$ cat src/rtl/sync_fwft_fifo_if.sv
`default_nettype none
// ============================================================================
// Module      : sync_fwft_fifo_if
// Description : Write/read handshake bundle for the single-clock FWFT FIFO.
// Revision    : 1.0 - initial release
// ============================================================================
interface sync_fwft_fifo_if #(
    parameter int WIDTH = 32
);
    logic [WIDTH-1:0] din;
    logic             wr_en;
    logic             full;
    logic             prog_full;
    logic [WIDTH-1:0] dout;
    logic             rd_en;
    logic             empty;

    modport master (
        output din, wr_en, rd_en,
        input  full, prog_full, dout, empty
    );

    modport slave (
        input  din, wr_en, rd_en,
        output full, prog_full, dout, empty
    );
endinterface
`default_nettype wire

$ cat src/rtl/sync_fwft_fifo.sv
`default_nettype none
// ============================================================================
// Module      : sync_fwft_fifo
// Description : Single-clock first-word-fall-through FIFO; head word is
//               presented on dout whenever empty is low.
// Revision    : 1.0 - initial release
// ============================================================================
module sync_fwft_fifo #(
    parameter int WIDTH     = 32,
    parameter int DEPTH     = 16,
    parameter int PROG_FULL = DEPTH / 2
) (
    input  wire logic         clk,
    input  wire logic         rst,
    sync_fwft_fifo_if.slave   bus
);
    localparam int ADDR_W = (DEPTH > 1) ? $clog2(DEPTH) : 1;
    localparam int CNT_W  = ADDR_W + 1;

    if (DEPTH < 2 || (DEPTH & (DEPTH - 1)) != 0) begin : g_bad_depth
        $fatal(1, "sync_fwft_fifo: DEPTH must be a power of two >= 2");
    end
    if (PROG_FULL < 1 || PROG_FULL > DEPTH) begin : g_bad_prog_full
        $fatal(1, "sync_fwft_fifo: PROG_FULL must be in 1..DEPTH");
    end

    logic [WIDTH-1:0]  r_mem [DEPTH];
    logic [ADDR_W-1:0] r_wr_ptr;
    logic [ADDR_W-1:0] r_rd_ptr;
    logic [CNT_W-1:0]  r_count;
    logic              w_full;
    logic              w_empty;
    logic              w_wr_ok;
    logic              w_rd_ok;

    // Flags come only from the registered count, so acceptance never
    // depends combinationally on the opposite request.
    assign w_full  = (r_count == CNT_W'(DEPTH));
    assign w_empty = (r_count == '0);
    assign w_wr_ok = bus.wr_en & ~w_full;
    assign w_rd_ok = bus.rd_en & ~w_empty;

    assign bus.full      = w_full;
    assign bus.empty     = w_empty;
    assign bus.prog_full = (r_count >= CNT_W'(PROG_FULL));
    assign bus.dout      = r_mem[r_rd_ptr];

    always_ff @(posedge clk) begin
        if (w_wr_ok) begin
            r_mem[r_wr_ptr] <= bus.din;
        end
    end

    always_ff @(posedge clk or posedge rst) begin
        if (rst) begin
            r_wr_ptr <= '0;
            r_rd_ptr <= '0;
            r_count  <= '0;
        end else begin
            if (w_wr_ok) begin
                r_wr_ptr <= r_wr_ptr + ADDR_W'(1);
            end
            if (w_rd_ok) begin
                r_rd_ptr <= r_rd_ptr + ADDR_W'(1);
            end
            if (w_wr_ok && !w_rd_ok) begin
                r_count <= r_count + CNT_W'(1);
            end else if (w_rd_ok && !w_wr_ok) begin
                r_count <= r_count - CNT_W'(1);
            end
        end
    end
endmodule
`default_nettype wire

$ cat src/flat_wrapper.sv
// flat-port wrapper written by rule: the top's interface ports become plain ports
module sync_fwft_fifo_flat 
#(
    parameter int WIDTH     = 32,
    parameter int DEPTH     = 16,
    parameter int PROG_FULL = DEPTH / 2
)
  (clk, rst, bus_din, bus_wr_en, bus_rd_en, bus_full, bus_prog_full, bus_dout, bus_empty);
  sync_fwft_fifo_if #(.WIDTH(WIDTH)) bus_i ();
  input  wire logic clk;
  input  wire logic rst;
  input wire logic [$bits(bus_i.din)-1:0] bus_din;
  input wire logic [$bits(bus_i.wr_en)-1:0] bus_wr_en;
  input wire logic [$bits(bus_i.rd_en)-1:0] bus_rd_en;
  output wire logic [$bits(bus_i.full)-1:0] bus_full;
  output wire logic [$bits(bus_i.prog_full)-1:0] bus_prog_full;
  output wire logic [$bits(bus_i.dout)-1:0] bus_dout;
  output wire logic [$bits(bus_i.empty)-1:0] bus_empty;
  assign bus_i.din = bus_din;
  assign bus_i.wr_en = bus_wr_en;
  assign bus_i.rd_en = bus_rd_en;
  assign bus_full = bus_i.full;
  assign bus_prog_full = bus_i.prog_full;
  assign bus_dout = bus_i.dout;
  assign bus_empty = bus_i.empty;
  sync_fwft_fifo #(.WIDTH(WIDTH), .DEPTH(DEPTH), .PROG_FULL(PROG_FULL)) u_core (.clk(clk), .rst(rst), .bus(bus_i));
endmodule
$ cat config.mk
export PLATFORM = sky130hd
export DESIGN_NAME = sync_fwft_fifo_flat
export DESIGN_NICKNAME = d
export VERILOG_FILES = /design/src/rtl/sync_fwft_fifo_if.sv /design/src/rtl/sync_fwft_fifo.sv /design/src/flat_wrapper.sv
export SDC_FILE = /design/constraint.sdc
export NUM_CORES = 1
export LEC_CHECK = 0
export CORE_MARGIN = 5
export CORE_UTILIZATION = 38
export DETAILED_ROUTE_END_ITERATION = 8
export MAX_ROUTING_LAYER = met4
export PLACE_DENSITY = 0.65
export SKIP_LAST_GASP = 1
export SLEW_MARGIN = 40
export SYNTH_ARGS = -nofsm -noshare
export SYNTH_HDL_FRONTEND = slang
export SYNTH_SLANG_ARGS = --single-unit
$ cat constraint.sdc
create_clock -name clk -period 7 [get_ports clk]
set_input_delay 1.4 -clock clk [delete_from_list [all_inputs] [get_ports clk]]
set_output_delay 1.4 -clock clk [all_outputs]
set_load 0.02 [all_outputs]
==> impl_metrics.prom, run 1 <==
# TYPE chip_impl_metric gauge
chip_impl_info{name="run_status",value="completed"} 1
chip_impl_metric{name="routed-via-count",unit=""} 10104
chip_impl_metric{name="cp_slowest_stage_delay",unit="ns"} 0.90
chip_impl_metric{name="number_of_warning_messages_in_the_yosys_log",unit=""} 0
chip_impl_metric{name="multi_input_area",unit="um2"} 4440
chip_impl_info{name="synth.largest_area_cell",value="sky130_fd_sc_hd__edfxtp_1"} 1
chip_impl_info{name="min_from",value="u_core.r_count[4]"} 1
chip_impl_info{name="rsz0062_at_grt",value="no"} 1
chip_impl_metric{name="finalHoldViolCount",unit=""} 0
chip_impl_metric{name="grt_antenna_before_repair",unit=""} 4
chip_impl_metric{name="max_slew_headroom",unit=""} 0.471
chip_impl_info{name="critPathKind",value="reg2out"} 1
chip_impl_metric{name="num-nets-final",unit=""} 1161
chip_impl_metric{name="pd_cells",unit="nW/um2"} 418
chip_impl_metric{name="regArea",unit="um2"} 15700
chip_impl_metric{name="path_clk_slew",unit="ns"} 0.06
chip_impl_metric{name="fp.dieH",unit="um"} 242
chip_impl_info{name="yosys-top-cells-area",value="sky130_fd_sc_hd__edfxtp_1 (75%), sky130_fd_sc_hd__mux4_2 (6.6%), sky130_fd_sc_hd__mux2i_1 (6.4%), sky130_fd_sc_hd__a221oi_1 (2.7%), sky130_fd_sc_hd__dfrtp_1 (1.6%)"} 1
chip_impl_info{name="critical_path.startpoint_type",value="flop"} 1
chip_impl_metric{name="chipWidth",unit="um"} 242
chip_impl_metric{name="synthToLayoutAreaGrowth",unit="%"} 15.8
chip_impl_metric{name="cp_max_fo",unit=""} 38
chip_impl_metric{name="drv_slew",unit=""} 0
chip_impl_info{name="critical_path.cell_chain",value="buf_4 > mux4_1 > a22oi_1 > nand2_1 > clkdlybuf4s50_1"} 1
chip_impl_metric{name="post_drt_wl_per_cell",unit="um"} 24.2
chip_impl_metric{name="grt_first_pass_wirelength",unit="um"} 67000
chip_impl_metric{name="n_fill_cell",unit=""} 4538
chip_impl_metric{name="route.detailed.vias_per_inst",unit=""} 5.44
chip_impl_metric{name="globalRouteOverflowTotal",unit=""} 0
chip_impl_metric{name="route.antenna.remaining_nets",unit=""} 0
chip_impl_metric{name="postSynthCellCount",unit=""} 1017
chip_impl_metric{name="timing.fmax",unit="MHz"} 194
chip_impl_metric{name="starting_density_of_the_core",unit=""} 0.382
chip_impl_metric{name="coreArea",unit="um2"} 53600
chip_impl_metric{name="cts_max_level",unit=""} 2
chip_impl_metric{name="cts-buffers-inserted",unit=""} 52
chip_impl_metric{name="grt_start_max_net_pins",unit=""} 71
chip_impl_metric{name="post_cts_buffers",unit=""} 0
chip_impl_metric{name="synth.avg_cell_area",unit="um2"} 20.1
chip_impl_metric{name="crit_arrival",unit="ns"} 3.74
chip_impl_metric{name="finalSetupViolCount",unit=""} 0
chip_impl_info{name="r2r_start",value="u_core.r_count[0]"} 1
chip_impl_metric{name="drive_gt1_frac",unit=""} 0.161
chip_impl_metric{name="syn_nets",unit=""} 1064
chip_impl_metric{name="period_needed",unit="ns"} 5.14
chip_impl_metric{name="detailedPlacementHpwl",unit="um"} 24400
chip_impl_metric{name="synth-seq-area-share",unit=""} 0.767
chip_impl_metric{name="clk-insertion-delay-late",unit="ns"} 0.61
chip_impl_metric{name="detail_route.drc_violations",unit=""} 0
chip_impl_metric{name="total_standard_cell_area_after_synthesis",unit="um2"} 20500
chip_impl_metric{name="io_buffer_count",unit=""} 70
chip_impl_metric{name="finalWorstSetupSlack",unit="ns"} 1.86
chip_impl_metric{name="routed_wirelength",unit="um"} 44900
chip_impl_metric{name="static-leakage-power",unit="nW"} 7.81
chip_impl_metric{name="drtIter0Drc",unit=""} 770
chip_impl_info{name="tritoncts",value="yes"} 1
chip_impl_metric{name="fp-row-count",unit=""} 85
chip_impl_metric{name="place_ws",unit="ns"} 2.44
chip_impl_info{name="slowest_stage",value="sky130_fd_sc_hd__dfrtp_4"} 1
chip_impl_metric{name="postSynthRegisterBits",unit=""} 525
chip_impl_metric{name="peakVddDrop",unit="mV"} 0.213
chip_impl_metric{name="fin_tns_setup",unit="ns"} 0
chip_impl_metric{name="cts_num_sinks",unit=""} 525
chip_impl_metric{name="synth_cell_type_count",unit=""} 33
chip_impl_metric{name="io-pin-count",unit=""} 71
chip_impl_metric{name="cap_viol_max_count",unit=""} 0
chip_impl_info{name="clockRootBuffer",value="sky130_fd_sc_hd__clkbuf_16"} 1
chip_impl_metric{name="synth_top_area_share",unit=""} 0.751
chip_impl_metric{name="gp_congestion",unit=""} 0.735
chip_impl_metric{name="clock_tree_buf_depth",unit=""} 3
chip_impl_metric{name="grt_util_all_layers",unit=""} 0.154
chip_impl_metric{name="max_slew.worst_pin.slew",unit="ns"} 0.793
chip_impl_metric{name="drt_first_pass_iters",unit=""} 5
chip_impl_metric{name="postCtsResizedCells",unit=""} 0
chip_impl_metric{name="post_cts_hold_buffer_count",unit=""} 0
chip_impl_metric{name="worst_case_clock_skew",unit="ns"} 0.0251
chip_impl_metric{name="number_of_global_route_vias_before_repair",unit=""} 10363
chip_impl_info{name="timing.hold.worst.class",value="reg2reg"} 1
chip_impl_info{name="cp-startpoint",value="u_core.r_rd_ptr[0]"} 1
chip_impl_info{name="kind_of_end_point_of_the_critical_path",value="primary output"} 1
chip_impl_metric{name="timing.final.crit_share",unit=""} 0.735
chip_impl_metric{name="critical_path_required",unit="ns"} 5.60
chip_impl_metric{name="floorplan.die_area",unit="um2"} 58600
## report_power, final
part           internal (W)  switching [W]  total [W]
combinational       0.00138        0.00188    0.00326
clock               0.00148        0.00116    0.00265
sequential          0.00380       0.000196    0.00400
## area by class of cell
| cell class | count | area share |
|---|---|---|
| clock inverters | 37 | 0.0121 |
| inverters | 10 | 0.00158 |
| flip-flops and latches | 525 | 0.663 |
| clock buffers | 61 | 0.0563 |
| multi-input cells | 425 | 0.187 |
| diodes | 5 | 0.000528 |
| well taps | 696 | 0.0367 |
| repair buffers | 100 | 0.0423 |
## cell usage after synthesis
| cell | n |
|---|---|
| sky130_fd_sc_hd__edfxtp_1 | 512 |
| sky130_fd_sc_hd__mux2i_1 | 130 |
| sky130_fd_sc_hd__a221oi_1 | 64 |
| sky130_fd_sc_hd__mux4_2 | 60 |
| sky130_fd_sc_hd__nand2_1 | 44 |
| sky130_fd_sc_hd__o21ai_0 | 35 |
| sky130_fd_sc_hd__a22oi_1 | 32 |
| sky130_fd_sc_hd__clkbuf_1 | 18 |
| sky130_fd_sc_hd__buf_2 | 17 |
| sky130_fd_sc_hd__nor2_1 | 15 |
| sky130_fd_sc_hd__dfrtp_1 | 13 |
| sky130_fd_sc_hd__ha_1 | 10 |
| sky130_fd_sc_hd__inv_1 | 10 |
| sky130_fd_sc_hd__buf_6 | 9 |
| sky130_fd_sc_hd__xnor2_1 | 9 |
| sky130_fd_sc_hd__buf_8 | 8 |
| sky130_fd_sc_hd__mux4_1 | 4 |
| sky130_fd_sc_hd__nor3_1 | 4 |
| sky130_fd_sc_hd__buf_4 | 3 |
| sky130_fd_sc_hd__nor2b_1 | 3 |
| sky130_fd_sc_hd__a21oi_1 | 2 |
| sky130_fd_sc_hd__buf_1 | 2 |
| sky130_fd_sc_hd__nand2b_1 | 2 |
| sky130_fd_sc_hd__nand3_1 | 2 |
| sky130_fd_sc_hd__a21o_1 | 1 |
| sky130_fd_sc_hd__and2_1 | 1 |
| sky130_fd_sc_hd__fa_1 | 1 |
| sky130_fd_sc_hd__nand2_4 | 1 |
| sky130_fd_sc_hd__nand4_1 | 1 |
| sky130_fd_sc_hd__nor2_4 | 1 |
| sky130_fd_sc_hd__or2_2 | 1 |
| sky130_fd_sc_hd__or4_4 | 1 |
| sky130_fd_sc_hd__xor2_1 | 1 |
## sequential cells by signal (all words and copies together) (netlist names)
signal	cells
u_core.r_count	5
u_core.r_mem	512
u_core.r_rd_ptr	4
u_core.r_wr_ptr	4
## critical path: cells and delay by family (launching register included)
kind                   cells  cell delay, ns
buffers and inverters      2            1.22
DFF                        1            0.90
muxes                      1            0.65
AOI/OAI and AO/OA          1            0.21
and+or+nand+nor            1            0.11
## metal layers
layer / GRT usage / share of wire
met5: - / 0
met1: 0.208 / 0.43
met2: 0.245 / 0.49
met4: 0.0473 / 0.025
met3: 0.0248 / 0.058
## cell usage in the layout (no fill, tap or decap), types with 2 or more instances in the layout
master,synthesis,final
sky130_fd_sc_hd__bufinv_16,0,3
sky130_fd_sc_hd__clkinv_1,0,17
sky130_fd_sc_hd__buf_16,0,2
sky130_fd_sc_hd__clkbuf_1,18,9
sky130_fd_sc_hd__nor2_1,15,3
sky130_fd_sc_hd__ha_1,10,10
sky130_fd_sc_hd__nand2b_1,2,2
sky130_fd_sc_hd__nand2_1,44,44
sky130_fd_sc_hd__clkbuf_16,0,52
sky130_fd_sc_hd__a221oi_1,64,64
sky130_fd_sc_hd__nor2_4,1,13
sky130_fd_sc_hd__mux4_2,60,60
sky130_fd_sc_hd__mux4_1,4,4
sky130_fd_sc_hd__nand3_1,2,2
sky130_fd_sc_hd__inv_1,10,10
sky130_fd_sc_hd__dfrtp_1,13,11
sky130_fd_sc_hd__clkdlybuf4s50_1,0,70
sky130_fd_sc_hd__nor3_2,0,4
sky130_fd_sc_hd__buf_12,0,3
sky130_fd_sc_hd__edfxtp_1,512,512
sky130_fd_sc_hd__a22oi_1,32,32
sky130_fd_sc_hd__buf_4,3,25
sky130_fd_sc_hd__mux2i_1,130,130
sky130_fd_sc_hd__dfrtp_4,0,2
sky130_fd_sc_hd__diode_2,0,5
sky130_fd_sc_hd__inv_6,0,3
sky130_fd_sc_hd__xnor2_1,9,9
sky130_fd_sc_hd__clkinv_2,0,10
sky130_fd_sc_hd__a21oi_1,2,2
sky130_fd_sc_hd__o21ai_0,35,35
## path summary, 6_finish.rpt
path,end,slack [ns],cells past startpoint
max,bus_dout[5],1.86,5
max in group asynchronous,u_core.r_rd_ptr[0],5.42,2
min in group asynchronous,u_core.r_rd_ptr[1],1.17,2
min,u_core.r_count[4],0.52,1
min reg2reg,u_core.r_count[4],0.52,1
max reg2reg,u_core.r_count[4],4.16,11
## through the flow
step | std cells | cell area [um2] | hold WS, ns | total power [W] | util
6_report | 1859 | 23700 | 0.519 | 0.00990 | 0.442
5_1_grt | 1858 | 23700 | 0.539 | 0.0104 | 0.442
4_1_cts | 1854 | 23700 | 0.527 | 0.0100 | 0.442
3_5_place_dp | 1756 | 22100 | 0.518 | 0.00737 | 0.412
3_3_place_gp | 1752 | 22000 | 0.506 | 0.00726 | 0.410
2_1_floorplan | 1017 | 20500 | 0.480 | 0.00617 | -
## logic make-up after synthesis
logic type / after synthesis / share of synthesized area
AOI/OAI and AO/OA: 134 / 0.0486
muxes: 194 / 0.135
adders and majority gates: 11 / 0.00709
DFF: 525 / 0.767
buffers and inverters: 67 / 0.0216
xor gates and xnor gates: 10 / 0.00428
and+or+nand+nor: 76 / 0.0164
No activity file was read; power rests on OpenSTA's default activity.
==> inputs of run 2 (changes only) <==
- PLACE_DENSITY: 0.65 -> 0.67
- clock period: 7 -> 4.3 ns (I/O delays scaled with it)
==> run 2 against run 1 <==
First-iteration DRC count increased by 21%. Count of clock-buffer cells in the layout increased by 4. Clock power increased by 76%. Sequential power increased by 61%. Utilization increased by 0.76 points. Die area unchanged. Clock skew decreased by 0.0077 ns. Combinational power increased by 69%. Power increased by 68%. Sequential share of layout area decreased by 1.1 points. Largest power group unchanged.
==> impl_metrics.prom, run 2 (synthesis results as in run 1) <==
# TYPE chip_impl_metric gauge
chip_impl_metric{name="cts_max_level",unit=""} 2
chip_impl_metric{name="n_fill_cell",unit=""} 4523
chip_impl_metric{name="detailedPlacementHpwl",unit="um"} 26900
chip_impl_metric{name="drt_first_pass_iters",unit=""} 5
chip_impl_metric{name="fp.dieH",unit="um"} 242
chip_impl_metric{name="worst_case_clock_skew",unit="ns"} 0.0175
chip_impl_info{name="timing.hold.worst.class",value="reg2reg"} 1
chip_impl_metric{name="timing.fmax",unit="MHz"} 243
chip_impl_metric{name="globalRouteOverflowTotal",unit=""} 0
chip_impl_metric{name="max_slew_headroom",unit=""} 0.537
chip_impl_metric{name="post_cts_buffers",unit=""} 0
chip_impl_metric{name="postCtsResizedCells",unit=""} 0
chip_impl_metric{name="drv_slew",unit=""} 0
chip_impl_metric{name="max_slew.worst_pin.slew",unit="ns"} 0.694
chip_impl_metric{name="finalWorstSetupSlack",unit="ns"} 0.182
chip_impl_metric{name="finalSetupViolCount",unit=""} 0
chip_impl_metric{name="chipWidth",unit="um"} 242
chip_impl_metric{name="grt_first_pass_wirelength",unit="um"} 69700
chip_impl_metric{name="regArea",unit="um2"} 15700
chip_impl_info{name="mostFrequentLayoutCell",value="sky130_fd_sc_hd__edfxtp_1"} 1
chip_impl_info{name="tritoncts",value="yes"} 1
chip_impl_metric{name="detail_route.drc_violations",unit=""} 0
chip_impl_metric{name="flip_flop_count_of_the_largest_register_all_copies_and_words_added",unit=""} 512
chip_impl_metric{name="place_ws",unit="ns"} 0.714
chip_impl_metric{name="cap_viol_max_count",unit=""} 0
chip_impl_metric{name="routed-via-count",unit=""} 10133
chip_impl_metric{name="clk-insertion-delay-late",unit="ns"} 0.58
chip_impl_info{name="layout_common_cells",value="sky130_fd_sc_hd__edfxtp_1 (512), sky130_fd_sc_hd__mux2i_1 (130), sky130_fd_sc_hd__clkdlybuf4s50_1 (70)"} 1
chip_impl_metric{name="grt_util_all_layers",unit=""} 0.160
chip_impl_info{name="rsz0062_at_grt",value="no"} 1
chip_impl_info{name="clockRootBuffer",value="sky130_fd_sc_hd__clkbuf_16"} 1
chip_impl_metric{name="fp-row-count",unit=""} 85
chip_impl_metric{name="starting_density_of_the_core",unit=""} 0.382
chip_impl_metric{name="cp_max_fo",unit=""} 21
chip_impl_metric{name="static-leakage-power",unit="nW"} 8.01
chip_impl_metric{name="crit_arrival",unit="ns"} 3.26
chip_impl_metric{name="floorplan.die_area",unit="um2"} 58600
chip_impl_info{name="kind_of_end_point_of_the_critical_path",value="primary output"} 1
chip_impl_metric{name="p_comb_frac",unit=""} 0.332
chip_impl_metric{name="grt_start_max_net_pins",unit=""} 41
chip_impl_metric{name="clock_tree_buf_depth",unit=""} 3
chip_impl_metric{name="post_cts_hold_buffer_count",unit=""} 0
chip_impl_info{name="critPathKind",value="reg2out"} 1
chip_impl_metric{name="routed_wirelength",unit="um"} 46200
chip_impl_metric{name="netSwitchingPower",unit="W"} 0.00533
chip_impl_metric{name="grt_antenna_before_repair",unit=""} 2
chip_impl_metric{name="finalHoldViolCount",unit=""} 0
chip_impl_metric{name="fin_tns_setup",unit="ns"} 0
chip_impl_metric{name="synthToLayoutAreaGrowth",unit="%"} 17.8
chip_impl_metric{name="io-pin-count",unit=""} 71
chip_impl_info{name="reg.largest.list",value="u_core.r_mem (512), u_core.r_count (5)"} 1
chip_impl_metric{name="route.detailed.vias_per_inst",unit=""} 5.40
chip_impl_metric{name="post_drt_wl_per_cell",unit="um"} 24.6
chip_impl_info{name="registers.top_by_ff_count",value="u_core.r_mem"} 1
chip_impl_metric{name="period_needed",unit="ns"} 4.12
chip_impl_metric{name="pd_cells",unit="nW/um2"} 689
chip_impl_metric{name="peakVddDrop",unit="mV"} 0.553
chip_impl_metric{name="seq_power_share",unit=""} 0.387
chip_impl_metric{name="p_int",unit="W"} 0.0113
chip_impl_metric{name="number_of_global_route_vias_before_repair",unit=""} 10751
chip_impl_metric{name="multi_input_area",unit="um2"} 4440
chip_impl_metric{name="coreArea",unit="um2"} 53600
chip_impl_metric{name="cts-buffers-inserted",unit=""} 53
chip_impl_metric{name="io_buffer_count",unit=""} 70
chip_impl_metric{name="cts_num_sinks",unit=""} 525
chip_impl_metric{name="path_clk_slew",unit="ns"} 0.06
chip_impl_metric{name="power_frac_clock",unit=""} 0.280
chip_impl_metric{name="timing.final.crit_share",unit=""} 0.958
chip_impl_metric{name="power_switching_share",unit=""} 0.321
chip_impl_metric{name="critical_path_required",unit="ns"} 3.44
chip_impl_metric{name="num-nets-final",unit=""} 1180
chip_impl_info{name="critical_path.startpoint_type",value="flop"} 1
chip_impl_metric{name="gp_congestion",unit=""} 0.757
chip_impl_metric{name="drive_gt1_frac",unit=""} 0.184
chip_impl_metric{name="route.antenna.remaining_nets",unit=""} 0
chip_impl_info{name="run_status",value="completed"} 1
chip_impl_metric{name="drtIter0Drc",unit=""} 931
[run 2: critical path, cell delays in order (launching register included)]
cell and delay, ns:
sky130_fd_sc_hd__dfrtp_4 0.59, sky130_fd_sc_hd__nor2b_4 0.58, sky130_fd_sc_hd__buf_4 0.42, sky130_fd_sc_hd__a221oi_1 0.16, sky130_fd_sc_hd__o21ai_0 0.23, sky130_fd_sc_hd__nand2_1 0.15, sky130_fd_sc_hd__clkdlybuf4s50_1 0.56
[run 2: power groups by stage]
stage	sequential, W	combinational [W]	clock (W)
global placement	0.00651	0.00554	0
CTS	0.00643	0.00564	0.00474
finish	0.00643	0.00552	0.00466
global route	0.00647	0.00592	0.00498
floorplan	0.00640	0.00363	0
detailed placement	0.00654	0.00562	0
[run 2: final timing paths]
kind                                          from                  to  slack, ns  cells after the start
max in group asynchronous                      rst  u_core.r_rd_ptr[1]       3.13                      2
min in group asynchronous                      rst   u_core.r_count[3]       0.67                      2
worst max-delay path            u_core.r_rd_ptr[1]        bus_dout[30]       0.18                      6
worst max register to register   u_core.r_count[0]   u_core.r_count[4]       1.36                     11
worst min-delay path             u_core.r_count[4]   u_core.r_count[4]       0.53                      1
worst min register to register   u_core.r_count[4]   u_core.r_count[4]       0.53                      1
[run 2: per-stage QoR]
| step | std cells | cell area, um2 | util | hold slack [ns] | power [W] |
|---|---|---|---|---|---|
| floorplan | 1017 | 20500 | - | 0.480 | 0.0100 |
| global placement | 1773 | 22300 | 0.416 | 0.508 | 0.0120 |
| detailed placement | 1774 | 22300 | 0.416 | 0.523 | 0.0122 |
| CTS | 1873 | 24100 | 0.450 | 0.532 | 0.0168 |
| global route | 1875 | 24100 | 0.450 | 0.546 | 0.0174 |
| finish | 1875 | 24100 | 0.450 | 0.529 | 0.0166 |
[run 2: layout make-up]
| class | instances | area share |
|---|---|---|
| Timing Repair Buffer | 118 | 0.0523 |
| Clock buffer | 65 | 0.0581 |
| Antenna cell | 2 | 0.000208 |
| Multi-Input combinational cell | 425 | 0.184 |
| Tap cell | 696 | 0.0361 |
| Inverter | 10 | 0.00156 |
| Clock inverter | 34 | 0.0159 |
| Sequential cell | 525 | 0.652 |
[run 2: layer usage]
layer,track usage,vias up,wire (um)
li1,-,4458,-
met1,0.203,5341,19100
met2,0.273,278,24200
met3,0.0281,56,2290
met4,0.0331,0,629
met5,-,-,0
==> inputs of run 3 (changes only) <==
- CORE_UTILIZATION: 38 -> 35
- PLACE_DENSITY: 0.67 -> 0.63
- clock period: 4.3 -> 3.35 ns (I/O delays scaled with it)
==> run 3 against run 2 <==
Die area grew 8.2%. Setup slack worse by 0.15 ns. Power grew 29%. Combinational power grew 43%. Clock skew increased by 0.0081 ns. Hold slack worse by 0.041 ns. Count of clock-buffer cells in the layout is the same. Critical path depth is 1 higher. Sequential share of layout area decreased by 1.5 points. Global-route usage shrank 1.0 points. Final cell count up 5.0%. Critical path type unchanged. Largest cell class unchanged.
==> impl_metrics.prom, run 3 (synthesis results as in run 1) <==
# TYPE chip_impl_metric gauge
chip_impl_info{name="run_status",value="completed"} 1
chip_impl_metric{name="fp.dieH",unit="um"} 252
chip_impl_metric{name="grt_first_pass_wirelength",unit="um"} 69300
chip_impl_info{name="clockRootBuffer",value="sky130_fd_sc_hd__clkbuf_16"} 1
chip_impl_metric{name="pd_cells",unit="nW/um2"} 869
chip_impl_info{name="registers.top_by_ff_count",value="u_core.r_mem"} 1
chip_impl_metric{name="flip_flop_count_of_the_largest_register_all_copies_and_words_added",unit=""} 512
chip_impl_metric{name="route.detailed.vias_per_inst",unit=""} 5.19
chip_impl_metric{name="chipWidth",unit="um"} 252
chip_impl_info{name="rsz0062_at_grt",value="yes"} 1
chip_impl_metric{name="timing.fmax",unit="MHz"} 301
chip_impl_metric{name="critical_path_required",unit="ns"} 2.68
chip_impl_info{name="cp-startpoint",value="u_core.r_rd_ptr[0]"} 1
chip_impl_metric{name="cts_num_sinks",unit=""} 525
chip_impl_metric{name="peakVddDrop",unit="mV"} 0.470
chip_impl_info{name="mostFrequentLayoutCell",value="sky130_fd_sc_hd__edfxtp_1"} 1
chip_impl_metric{name="path_clk_slew",unit="ns"} 0.06
chip_impl_metric{name="drv_slew",unit=""} 0
chip_impl_metric{name="gp_congestion",unit=""} 0.731
chip_impl_metric{name="grt_util_all_layers",unit=""} 0.149
chip_impl_metric{name="coreArea",unit="um2"} 57800
chip_impl_metric{name="finalWorstSetupSlack",unit="ns"} 0.0301
chip_impl_info{name="tritoncts",value="yes"} 1
chip_impl_metric{name="fin_tns_setup",unit="ns"} 0
chip_impl_metric{name="detail_route.drc_violations",unit=""} 0
chip_impl_metric{name="detailedPlacementHpwl",unit="um"} 24800
chip_impl_metric{name="cp_slowest_stage_delay",unit="ns"} 0.50
chip_impl_metric{name="crit_arrival",unit="ns"} 2.65
chip_impl_metric{name="clock_tree_buf_depth",unit=""} 3
chip_impl_metric{name="synthToLayoutAreaGrowth",unit="%"} 20.6
chip_impl_metric{name="static-leakage-power",unit="nW"} 8.28
chip_impl_metric{name="io-pin-count",unit=""} 71
chip_impl_metric{name="routed_wirelength",unit="um"} 46300
chip_impl_metric{name="cp_max_fo",unit=""} 8
chip_impl_metric{name="starting_density_of_the_core",unit=""} 0.354
chip_impl_info{name="critical_path.startpoint_type",value="flop"} 1
chip_impl_metric{name="worst_case_clock_skew",unit="ns"} 0.0256
chip_impl_metric{name="cts_max_level",unit=""} 2
chip_impl_metric{name="post_cts_hold_buffer_count",unit=""} 0
chip_impl_info{name="r2r_start",value="u_core.r_count[0]"} 1
chip_impl_info{name="critPathKind",value="reg2out"} 1
chip_impl_metric{name="globalRouteOverflowTotal",unit=""} 0
chip_impl_metric{name="route.antenna.remaining_nets",unit=""} 0
chip_impl_metric{name="grt_start_max_net_pins",unit=""} 39
chip_impl_metric{name="dpl_cell_area",unit="um2"} 22600
chip_impl_metric{name="period_needed",unit="ns"} 3.32
chip_impl_metric{name="drt_first_pass_iters",unit=""} 5
chip_impl_metric{name="drtIter0Drc",unit=""} 869
chip_impl_metric{name="grt_antenna_before_repair",unit=""} 1
chip_impl_metric{name="finalSetupViolCount",unit=""} 0
chip_impl_metric{name="hold-worst-slack",unit="ns"} 0.488
chip_impl_metric{name="fp-row-count",unit=""} 88
chip_impl_metric{name="final_design_area_no_fill",unit="um2"} 24700
chip_impl_info{name="kind_of_end_point_of_the_critical_path",value="primary output"} 1
chip_impl_metric{name="finalHoldViolCount",unit=""} 0
chip_impl_info{name="critical_path.cell_chain",value="buf_16 > buf_6 > buf_4 > mux4_2 > a22oi_2 > nand2_2 > clkdlybuf4s15_2"} 1
chip_impl_info{name="slowest_stage",value="sky130_fd_sc_hd__dfrtp_4"} 1
chip_impl_metric{name="number_of_global_route_vias_before_repair",unit=""} 10512
chip_impl_metric{name="timing.final.crit_share",unit=""} 0.991
chip_impl_metric{name="fin_total_pwr",unit="W"} 0.0214
chip_impl_metric{name="drive_gt1_frac",unit=""} 0.253
chip_impl_metric{name="cts-buffers-inserted",unit=""} 52
chip_impl_info{name="reg.largest.list",value="u_core.r_mem (512), u_core.r_count (5)"} 1
chip_impl_metric{name="cap_viol_max_count",unit=""} 0
chip_impl_info{name="timing.hold.worst.class",value="in2async"} 1
chip_impl_info{name="layout_common_cells",value="sky130_fd_sc_hd__edfxtp_1 (512), sky130_fd_sc_hd__mux2i_1 (130), sky130_fd_sc_hd__mux4_2 (61)"} 1
chip_impl_metric{name="post_drt_wl_per_cell",unit="um"} 23.5
chip_impl_metric{name="routed-via-count",unit=""} 10205
chip_impl_metric{name="num-nets-final",unit=""} 1207
chip_impl_metric{name="max_slew_headroom",unit=""} 0.543
chip_impl_metric{name="place_ws",unit="ns"} 0.289
chip_impl_metric{name="floorplan.die_area",unit="um2"} 63400
chip_impl_metric{name="clk-insertion-delay-late",unit="ns"} 0.59
chip_impl_metric{name="io_buffer_count",unit=""} 70
chip_impl_metric{name="max_slew.worst_pin.slew",unit="ns"} 0.684
run 3: changes by cell type in the layout (fill, tap and decap cells not counted), moves of 5 or more:
| cell | delta |
|---|---|
| sky130_fd_sc_hd__clkdlybuf4s50_1 | -32 |
| sky130_fd_sc_hd__bufinv_16 | -6 |
| sky130_fd_sc_hd__clkinv_1 | +8 |
| sky130_fd_sc_hd__dlygate4sd2_1 | +8 |
| sky130_fd_sc_hd__buf_16 | +6 |
| sky130_fd_sc_hd__buf_4 | +9 |
| sky130_fd_sc_hd__a221oi_1 | -47 |
| sky130_fd_sc_hd__a221oi_2 | +47 |
| sky130_fd_sc_hd__clkbuf_2 | +11 |
| sky130_fd_sc_hd__buf_6 | +5 |
| sky130_fd_sc_hd__buf_2 | +7 |
run 3: repair_timing:
item	CTS	global route
hold endpoints to repair	0	0
setup endpoints to repair	32	28
gates resized for setup	101	51
cloned	3	1
setup buffers	12	1
pin swaps	1	5
run 3: final timing paths:
check,slack (ns),cells after the start,end
setup / recovery,0.03,7,bus_dout[31]
hold / removal,0.49,2,u_core.r_rd_ptr[2]
setup reg to reg,0.60,12,u_core.r_count[4]
hold reg to reg,0.53,1,u_core.r_count[4]
max in group asynchronous,2.36,2,u_core.r_rd_ptr[1]
min in group clk,0.53,1,u_core.r_count[4]
run 3: cell type report:
| class | count | area [um2] |
|---|---|---|
| fillers | 4982 | 33100 |
| flip-flops and latches | 525 | 15700 |
| multi-input cells | 425 | 4770 |
| repair buffers | 146 | 1660 |
| clock buffers | 65 | 1370 |
| well taps | 765 | 957 |
| clock inverters | 31 | 181 |
| inverters | 10 | 41.3 |
| diodes | 1 | 2.50 |
run 3: report_power, final:
group          internal, W  total [W]  switching [W]
sequential         0.00794    0.00819       0.000249
clock              0.00298    0.00535        0.00237
combinational      0.00340    0.00792        0.00452
total               0.0143     0.0214        0.00713
run 3: per-layer routing:
layer  global-route usage  share of wire  vias up
met5                    -              0        -
met4               0.0386          0.020        0
met3               0.0213          0.045       69
met2                0.245           0.50      277
met1                0.199           0.43     5333
li1                     -              -     4526
run 3: per-stage QoR:
| step | instances | util |
|---|---|---|
| final | 1968 | 0.427 |
| after global routing | 1968 | 0.427 |
| after CTS | 1965 | 0.425 |
| after detailed placement | 1855 | 0.391 |
| after global placement | 1855 | 0.391 |
| after floorplan | 1017 | - |
run 3: critical path: cells and delay by family, from the launching register on:
| family | cells | cell delay, ns |
|---|---|---|
| compound gates | 1 | 0.18 |
| flops | 1 | 0.50 |
| mux | 1 | 0.50 |
| simple gates | 1 | 0.12 |
| buf+inv | 4 | 0.76 |
